**src/rtl/ga22_obj_fetch.sv**
```systemverilog
// ---------------------------------------------------------------------------
// ga22_obj_fetch
//
// Per-scanline sprite fetch engine feeding the sprite double line buffer.
// On line_start it walks every entry of object attribute RAM, clips each
// entry vertically against the requested scanline, fetches the matching
// 16-pixel row (64 bits of bitplanes) from sprite ROM for every hit, and
// hands that row to the line buffer as a single write strobe once the
// buffer reports idle.
//
// Optional feature: define GA22_OBJ_LIMIT_EN to cap the number of hits per
// line at MAX_PER_LINE. When the cap is reached the walk ends early and
// overflow stays high until the next line_start. Without the macro every
// entry is processed and overflow is tied low.
//
// Ports
//   clk, reset_n        system clock, asynchronous active-low reset
//   line_start/line_num start (or restart) a walk for scanline line_num
//   busy, done          walk in progress / one-cycle completion pulse
//   overflow            hit cap reached on the current line
//   obj_addr/obj_data   object RAM port, data valid one cycle after address
//   rom_req/rom_addr    sprite ROM request, held until rom_ack
//   rom_ack/rom_data    sprite ROM response
//   lb_idle             line buffer can accept a write
//   lb_*                registered draw write towards the line buffer
// ---------------------------------------------------------------------------
module ga22_obj_fetch #(
    parameter int OBJ_AW       = 8,
    parameter int MAX_PER_LINE = 32
) (
    input  logic              clk,
    input  logic              reset_n,
    input  logic              line_start,
    input  logic [8:0]        line_num,
    output logic              busy,
    output logic              done,
    output logic              overflow,
    output logic [OBJ_AW-1:0] obj_addr,
    input  logic [63:0]       obj_data,
    output logic              rom_req,
    output logic [19:0]       rom_addr,
    input  logic              rom_ack,
    input  logic [63:0]       rom_data,
    input  logic              lb_idle,
    output logic [63:0]       lb_bitplanes,
    output logic              lb_flip,
    output logic [6:0]        lb_color,
    output logic              lb_prio,
    output logic [9:0]        lb_pos,
    output logic              lb_we
);

    typedef enum logic [2:0] {
        S_IDLE,
        S_READ,
        S_CHECK,
        S_FETCH,
        S_WAIT_LB,
        S_ISSUE,
        S_NEXT
    } state_t;

    state_t            state_q, state_d;
    logic [8:0]        line_q, line_d;
    logic [OBJ_AW-1:0] obj_addr_q, obj_addr_d;
    logic              busy_q, busy_d;
    logic              done_q, done_d;
    logic              overflow_q, overflow_d;
    logic              rom_req_q, rom_req_d;
    logic [19:0]       rom_addr_q, rom_addr_d;
    logic [63:0]       row_data_q, row_data_d;
    logic              att_flip_q, att_flip_d;
    logic [6:0]        att_color_q, att_color_d;
    logic              att_prio_q, att_prio_d;
    logic [9:0]        att_pos_q, att_pos_d;
    logic [63:0]       lb_bp_q, lb_bp_d;
    logic              lb_flip_q, lb_flip_d;
    logic [6:0]        lb_color_q, lb_color_d;
    logic              lb_prio_q, lb_prio_d;
    logic [9:0]        lb_pos_q, lb_pos_d;
    logic              lb_we_q, lb_we_d;
`ifdef GA22_OBJ_LIMIT_EN
    logic [5:0]        hit_cnt_q, hit_cnt_d;
`endif

    // Vertical clip. The 9-bit subtraction wraps naturally, so a sprite
    // straddling line 511 -> 0 still yields the right row. The row is only
    // meaningful when hit is set (row < 128), so its low 7 bits suffice for
    // the flip arithmetic.
    logic [8:0]  row;
    logic [7:0]  height;
    logic        hit;
    logic [7:0]  r_full;
    logic [15:0] tile_code;

    assign row       = line_q - obj_data[8:0];
    assign height    = 8'd16 << obj_data[10:9];
    assign hit       = row < {1'b0, height};
    assign r_full    = obj_data[41] ? (height - 8'd1 - row[7:0]) : row[7:0];
    assign tile_code = obj_data[31:16] + {13'd0, r_full[6:4]};

    logic unused_bits;
    assign unused_bits = ^{obj_data[15:11], obj_data[47:42], obj_data[63:58], r_full[7]};

`ifndef GA22_OBJ_LIMIT_EN
    logic unused_cfg;
    assign unused_cfg = (MAX_PER_LINE == 0);
`endif

    // State and datapath registers. Every register resets to zero so that a
    // mid-walk reset drops any pending request or write immediately.
    always_ff @(posedge clk or negedge reset_n) begin
        if (!reset_n) begin
            state_q     <= S_IDLE;
            line_q      <= '0;
            obj_addr_q  <= '0;
            busy_q      <= 1'b0;
            done_q      <= 1'b0;
            overflow_q  <= 1'b0;
            rom_req_q   <= 1'b0;
            rom_addr_q  <= '0;
            row_data_q  <= '0;
            att_flip_q  <= 1'b0;
            att_color_q <= '0;
            att_prio_q  <= 1'b0;
            att_pos_q   <= '0;
            lb_bp_q     <= '0;
            lb_flip_q   <= 1'b0;
            lb_color_q  <= '0;
            lb_prio_q   <= 1'b0;
            lb_pos_q    <= '0;
            lb_we_q     <= 1'b0;
`ifdef GA22_OBJ_LIMIT_EN
            hit_cnt_q   <= '0;
`endif
        end else begin
            state_q     <= state_d;
            line_q      <= line_d;
            obj_addr_q  <= obj_addr_d;
            busy_q      <= busy_d;
            done_q      <= done_d;
            overflow_q  <= overflow_d;
            rom_req_q   <= rom_req_d;
            rom_addr_q  <= rom_addr_d;
            row_data_q  <= row_data_d;
            att_flip_q  <= att_flip_d;
            att_color_q <= att_color_d;
            att_prio_q  <= att_prio_d;
            att_pos_q   <= att_pos_d;
            lb_bp_q     <= lb_bp_d;
            lb_flip_q   <= lb_flip_d;
            lb_color_q  <= lb_color_d;
            lb_prio_q   <= lb_prio_d;
            lb_pos_q    <= lb_pos_d;
            lb_we_q     <= lb_we_d;
`ifdef GA22_OBJ_LIMIT_EN
            hit_cnt_q   <= hit_cnt_d;
`endif
        end
    end

    // Next-state logic. line_start takes priority in every state, which
    // gives both the normal start from IDLE and the abort-and-restart while
    // busy. Aborting drops rom_req; since acks are only honoured in FETCH,
    // a late ack for the abandoned request is simply ignored. The attribute
    // latches stay separate from the lb_* registers so the line buffer sees
    // stable data between strobes.
    always_comb begin
        state_d     = state_q;
        line_d      = line_q;
        obj_addr_d  = obj_addr_q;
        busy_d      = busy_q;
        done_d      = 1'b0;
        overflow_d  = overflow_q;
        rom_req_d   = rom_req_q;
        rom_addr_d  = rom_addr_q;
        row_data_d  = row_data_q;
        att_flip_d  = att_flip_q;
        att_color_d = att_color_q;
        att_prio_d  = att_prio_q;
        att_pos_d   = att_pos_q;
        lb_bp_d     = lb_bp_q;
        lb_flip_d   = lb_flip_q;
        lb_color_d  = lb_color_q;
        lb_prio_d   = lb_prio_q;
        lb_pos_d    = lb_pos_q;
        lb_we_d     = 1'b0;
`ifdef GA22_OBJ_LIMIT_EN
        hit_cnt_d   = hit_cnt_q;
`endif

        if (line_start) begin
            line_d     = line_num;
            obj_addr_d = '0;
            overflow_d = 1'b0;
            busy_d     = 1'b1;
            rom_req_d  = 1'b0;
            state_d    = S_READ;
`ifdef GA22_OBJ_LIMIT_EN
            hit_cnt_d  = '0;
`endif
        end else begin
            case (state_q)
                S_IDLE: state_d = S_IDLE;
                S_READ: state_d = S_CHECK;
                S_CHECK: begin
                    if (hit) begin
                        rom_addr_d  = {tile_code, r_full[3:0]};
                        att_flip_d  = obj_data[40];
                        att_color_d = obj_data[38:32];
                        att_prio_d  = obj_data[39];
                        att_pos_d   = obj_data[57:48];
                        rom_req_d   = 1'b1;
                        state_d     = S_FETCH;
                    end else begin
                        state_d = S_NEXT;
                    end
                end
                S_FETCH: begin
                    if (rom_ack) begin
                        row_data_d = rom_data;
                        rom_req_d  = 1'b0;
                        state_d    = S_WAIT_LB;
                    end
                end
                S_WAIT_LB: begin
                    if (lb_idle) begin
                        lb_bp_d    = row_data_q;
                        lb_flip_d  = att_flip_q;
                        lb_color_d = att_color_q;
                        lb_prio_d  = att_prio_q;
                        lb_pos_d   = att_pos_q;
                        lb_we_d    = 1'b1;
                        state_d    = S_ISSUE;
                    end
                end
                S_ISSUE: begin
`ifdef GA22_OBJ_LIMIT_EN
                    hit_cnt_d = hit_cnt_q + 6'd1;
                    if (hit_cnt_q == 6'(MAX_PER_LINE - 1)) begin
                        overflow_d = 1'b1;
                        done_d     = 1'b1;
                        busy_d     = 1'b0;
                        state_d    = S_IDLE;
                    end else begin
                        state_d = S_NEXT;
                    end
`else
                    state_d = S_NEXT;
`endif
                end
                S_NEXT: begin
                    if (obj_addr_q == {OBJ_AW{1'b1}}) begin
                        done_d  = 1'b1;
                        busy_d  = 1'b0;
                        state_d = S_IDLE;
                    end else begin
                        obj_addr_d = obj_addr_q + OBJ_AW'(1);
                        state_d    = S_READ;
                    end
                end
                default: state_d = S_IDLE;
            endcase
        end
    end

    assign busy         = busy_q;
    assign done         = done_q;
    assign overflow     = overflow_q;
    assign obj_addr     = obj_addr_q;
    assign rom_req      = rom_req_q;
    assign rom_addr     = rom_addr_q;
    assign lb_bitplanes = lb_bp_q;
    assign lb_flip      = lb_flip_q;
    assign lb_color     = lb_color_q;
    assign lb_prio      = lb_prio_q;
    assign lb_pos       = lb_pos_q;
    assign lb_we        = lb_we_q;

endmodule

```
**config.mk**
```make
export PLATFORM = sky130hd
export DESIGN_NAME = ga22_obj_fetch
export DESIGN_NICKNAME = d
export VERILOG_FILES = /design/src/rtl/ga22_obj_fetch.sv
export SDC_FILE = /design/constraint.sdc
export NUM_CORES = 1
export LEC_CHECK = 0
export ABC_CLOCK_PERIOD_IN_PS = 4100
export CELL_PAD_IN_SITES_DETAIL_PLACEMENT = 2
export CELL_PAD_IN_SITES_GLOBAL_PLACEMENT = 2
export CORE_MARGIN = 4
export CORE_UTILIZATION = 29
export DETAILED_ROUTE_END_ITERATION = 16
export GPL_TIMING_DRIVEN = 0
export PLACE_DENSITY = 0.76
export SKIP_CTS_REPAIR_TIMING = 1
export SLEW_MARGIN = 20
export SYNTH_ARGS = -nofsm -noshare
export SYNTH_HDL_FRONTEND = slang
export SYNTH_SLANG_ARGS = --single-unit
```
**constraint.sdc**
```tcl
create_clock -name clk -period 4.1 [get_ports clk]
set_input_delay 0.82 -clock clk [delete_from_list [all_inputs] [get_ports clk]]
set_output_delay 0.82 -clock clk [all_outputs]
set_load 0.005 [all_outputs]
```
Word level (Yosys, flattened, before mapping). Cells that the tools add are included.

Flip-flop bits (word level): 210. Input port bits: 142. Output and inout bits: 116. Logic and storage cells: 70.

Add/sub/neg operators: 5. Order comparisons: 1. Equality and inequality tests: 11. Shift-type cells: 1. Mux-type cells: 23. Bitwise logic cells: 1. Reductions and logical operators: 10.

Operator list (number): $mux W8 (3); $pmux W3 S6 (1); $add A16 B3 Y16 (1); $mux W1 (13); $mux W3 (4); $reduce_and A3 Y1 (4); $eq A3 B3 Y1 const B (3); $lt A9 B8 Y1 (1); $ne A3 B3 Y1 const B (3); $sub A9 B9 Y9 (1); $add A8 B1 Y8 const B (1); $eq A8 B8 Y1 const B (1); $shl A5 B2 Y8 const A (1); $mux W7 (1); $sub A7 B1 Y7 const B (1); $sub A7 B7 Y7 (1); $eq A3 B2 Y1 const B (2); $reduce_and A2 Y1 (3); $reduce_bool A2 Y1 (2); $eq A3 B1 Y1 const B (1); $reduce_bool A3 Y1 (1); $ne A2 B2 Y1 const B (1); $pmux W1 S2 (1); $not A1 Y1 (1).

Logic depth before layout (Yosys ltp).
Depth in word-level cells: 5. Gate-level depth with buffers: 19. Mapped depth without buffers: 19.

Worst setup path after synthesis. No wires, ideal clock.

Kind: input port to flip-flop. Start: in obj_data[1]. End: reg rom_addr_q[18], in the netlist rom_addr[18]. Setup time: 0.125 ns. Arrival: 4.152 ns. Data required time: 3.975 ns. Path slack: -0.177 ns. Cell stages on the path: 16. Buffers on the path: 0. Cell sequence: inv_1 ha_1 nor2b_1 o21ai_1 nand2b_1 a221oi_1 inv_1 fa_1 xor2_1 mux2_2 ha_1 nand2b_1 a211oi_1 nand3_1 xnor2_1 mux2_2.

Cells in the longest elaborated chain, start to end: 4. Elaborated cells on any way between the ends: 6. Classes of those cells: add/sub (3); order compare (1); mux (1); reduce/logical (1).

Ends and longest elaborated chain: start: declaration (line 39) `input logic [63:0] obj_data,`; $sub A9 B9 Y9 (*) (line 96) `assign row = line_q - obj_data[8:0];`; $sub A7 B7 Y7 (line 99) `assign r_full = obj_data[41] ? (height - 8'd1 - row[7:0]) : row[7:0];`; $mux W7 (line 99); $add A16 B3 Y16 (line 100) `assign tile_code = obj_data[31:16] + {13'd0, r_full[6:4]};`; end signal: assignment (line 144) `rom_addr_q <= rom_addr_d;`; end: declaration (line 70) `logic [19:0] rom_addr_q, rom_addr_d;`.

Mark *: on every way between the ends. The rest lies on a longest branch, timed or not. A chain may end at the register's enable or synchronous reset.

Worst setup path in the final report.
Start: in obj_data[5]. End: reg rom_addr_q[18], in the netlist rom_addr[18].

Same word-level chain as after synthesis.

==> metrics.txt <==
status=finished, final reports clean; commonest cells after routing, fill and taps aside=clkdlybuf4s50_1, dfrtp_1, mux2_2; Final Hold Fails=0; arrival time at the worst endpoint=4.45 ns; Synth cell types=46; number of CTS-inserted buffers=25; DR vias/cell=4.58; number of synthesis warnings=0; reg2reg end=rom_addr[18]; pin count of the biggest net entering global routing=85; pre-CTS setup slack=-1.12 ns; DRC violations left=0; EDFF count, synth=0; count of input and output buffers=237; Die Y-Extent=184 um; IO Pins=258; Final Max Slew Viols=0; Layout Cells excl Fill=1321; Final WS setup=0.0618 ns; final core utilization=0.426; Yosys reg bits=210; CTS tree=yes; Cell Area, Synth=0.00897 mm2; final setup violation count=0; CP most frequent cell=fa_2; met2 wire len=13200 um; Max VDD drop=0.000315 V; highest routed layer=met5; via count=6047; Post-DP Area=0.0119 mm2; ys flop type=dfrtp_1; vias in the first global route=7020; crit-path cells=clkdlybuf4s50_1 -> inv_1 -> ha_1 -> and3_2 -> a221oi_4 -> inv_2 -> fa_2 -> mux2i_1 -> fa_2 -> nand2b_4 -> a211oi_4 -> nand3_2 -> xnor2_2 -> mux2_4; Skew-Pair Late Insertion Delay=0.54 ns; Global Route Usage Sum=0.152; Setup Crit Path Kind=input port to flip-flop; Worst EP required=4.51 ns; pwr dens=579 mW/mm2; antenna-violating nets left=0; most common cell after layout, fill and taps aside=clkdlybuf4s50_1; asr flop ratio synth=1.00; Num Clock Sinks=210; Syn Inst Count=627; First-pass DRT Iterations=4; Max FO, Critical Path=7; Finished Cell Area=0.0130 mm2; syn_nets=789; clk root buf=clkbuf_16; Max-slew headroom=0.339; Overflow after GRT=0; Post-Route M1 WL=10900 um; Core Region=0.0306 mm2; WL final=26500 um; Starting DRT DRC Count=188; crit path buf inv count=3; initial antenna violation count=3; sequential share of the synthesized area=0.586; die area=0.0338 mm2; CTS max path bufs=3; Setup crit start kind=input port; dpl cells=1262; Initial Util=0.293; share of post-route cells with drive strength above 1=0.333; static leakage=5.88 nW; Avg Cell Area, Syn=14.3 um2; max cap viols=0; hpwl dp=19000 um; Die X=184 um; Crit-path slowest cell=fa_2; Cell Rows=64; nets=1067; gp weighted congestion=0.756; FF-to-FF Start=line_q[0]; R2R Setup Slk=0.28 ns; first-pass GRT wire length=40800 um; Synth-to-Final Area Change=45.4%; Fmax achieved=248 MHz; fin crit period=4.04 ns; Reg clk slew, reported paths=0.06 ns; Top delay family on crit path=adder cells; H-tree lvl count=1; reg2reg path depth=16; WL/cell=20.1 um; clock skew=0.0178 ns; period utilisation layout=0.985; CP endpoint kind=flip-flop; wire length on met3=1990 um; Crit path largest cell delay=0.55 ns; worst hold path class=input port to async pin; slew of the pin with the lowest slew margin=0.992 ns
## state kept, by name, indices dropped and copies added, names as in the netlist
signal        cells
att_flip_q        1
busy              1
lb_bitplanes     64
lb_color          7
state_q           3
att_pos_q        10
att_prio_q        1
att_color_q       7
lb_we             1
rom_req           1
rom_addr         20
line_q            9
done              1
obj_addr          8
lb_pos           10
lb_flip           1
row_data_q       64
lb_prio           1
## cells in the mapped netlist (4+ instances only)
library cell / number / area [um2]
xor2_1: 13 / 114
mux2_4: 4 / 60.1
nand2b_1: 7 / 43.8
a21oi_1: 15 / 75.1
mux2_2: 188 / 2120
and3_1: 5 / 31.3
o21ai_0: 8 / 40.0
mux2i_1: 5 / 50.1
buf_6: 9 / 101
nor2_1: 20 / 75.1
nand2_1: 17 / 63.8
buf_2: 8 / 40.0
clkbuf_1: 5 / 18.8
nand4_1: 4 / 25.0
nand3_1: 11 / 55.1
inv_1: 21 / 78.8
xnor2_1: 18 / 158
ha_1: 17 / 213
dfrtp_1: 210 / 5260
## through the flow
step | hold WS (ns) | total power, mW | TNS [ns]
finish | 0.205 | 7.55 | 0
global route | 0.214 | 8.03 | -0.0892
CTS | 0.198 | 7.59 | -4.48
detailed placement | 0.473 | 5.19 | -18.44
global placement | 0.461 | 5.06 | -1515.70
floorplan | 0.474 | 4.06 | 0
## cell families after synthesis
group | synth area share
AOI/OAI and AO/OA | 0.0294
xor gates and xnor gates | 0.0303
adders and majority gates | 0.0304
buffers and inverters | 0.0296
DFF | 0.586
muxes | 0.248
other | 0.000418
and+or+nand+nor | 0.0460
## worst max-delay path by stage
stage	from	end	slack [ns]	cells past startpoint
after global routing	obj_data[5]	rom_addr[18]	-0.06	14
after detailed placement	obj_data[1]	rom_addr[19]	-1.12	17
after global placement	reset_n	lb_bitplanes[23]	-7.16	1
after CTS	obj_data[1]	rom_addr[19]	-0.58	17
final	obj_data[5]	rom_addr[18]	0.06	14
after floorplan	obj_data[1]	rom_addr[18]	0.0009	16
## routing by layer
layer  up-vias  track usage
met1      3076        0.189
met4         4       0.0260
met3        40       0.0445
met5         -            0
met2       188        0.268
li1       2739            -
## area by class of cell
class	instances	area, um2
clock inverters	12	150
inverters	21	78.8
fillers	3041	17500
diodes	1	2.50
clock buffers	34	699
plain buffers	26	186
repair buffers	251	2530
flip-flops and latches	210	5260
well taps	396	495
multi-input cells	370	3650
## where the power goes
part	internal (mW)	switching [mW]	total, mW
clock	1.39	0.914	2.30
combinational	1.35	0.734	2.09
sequential	2.79	0.381	3.17
No activity file was read; power rests on OpenSTA's default activity.
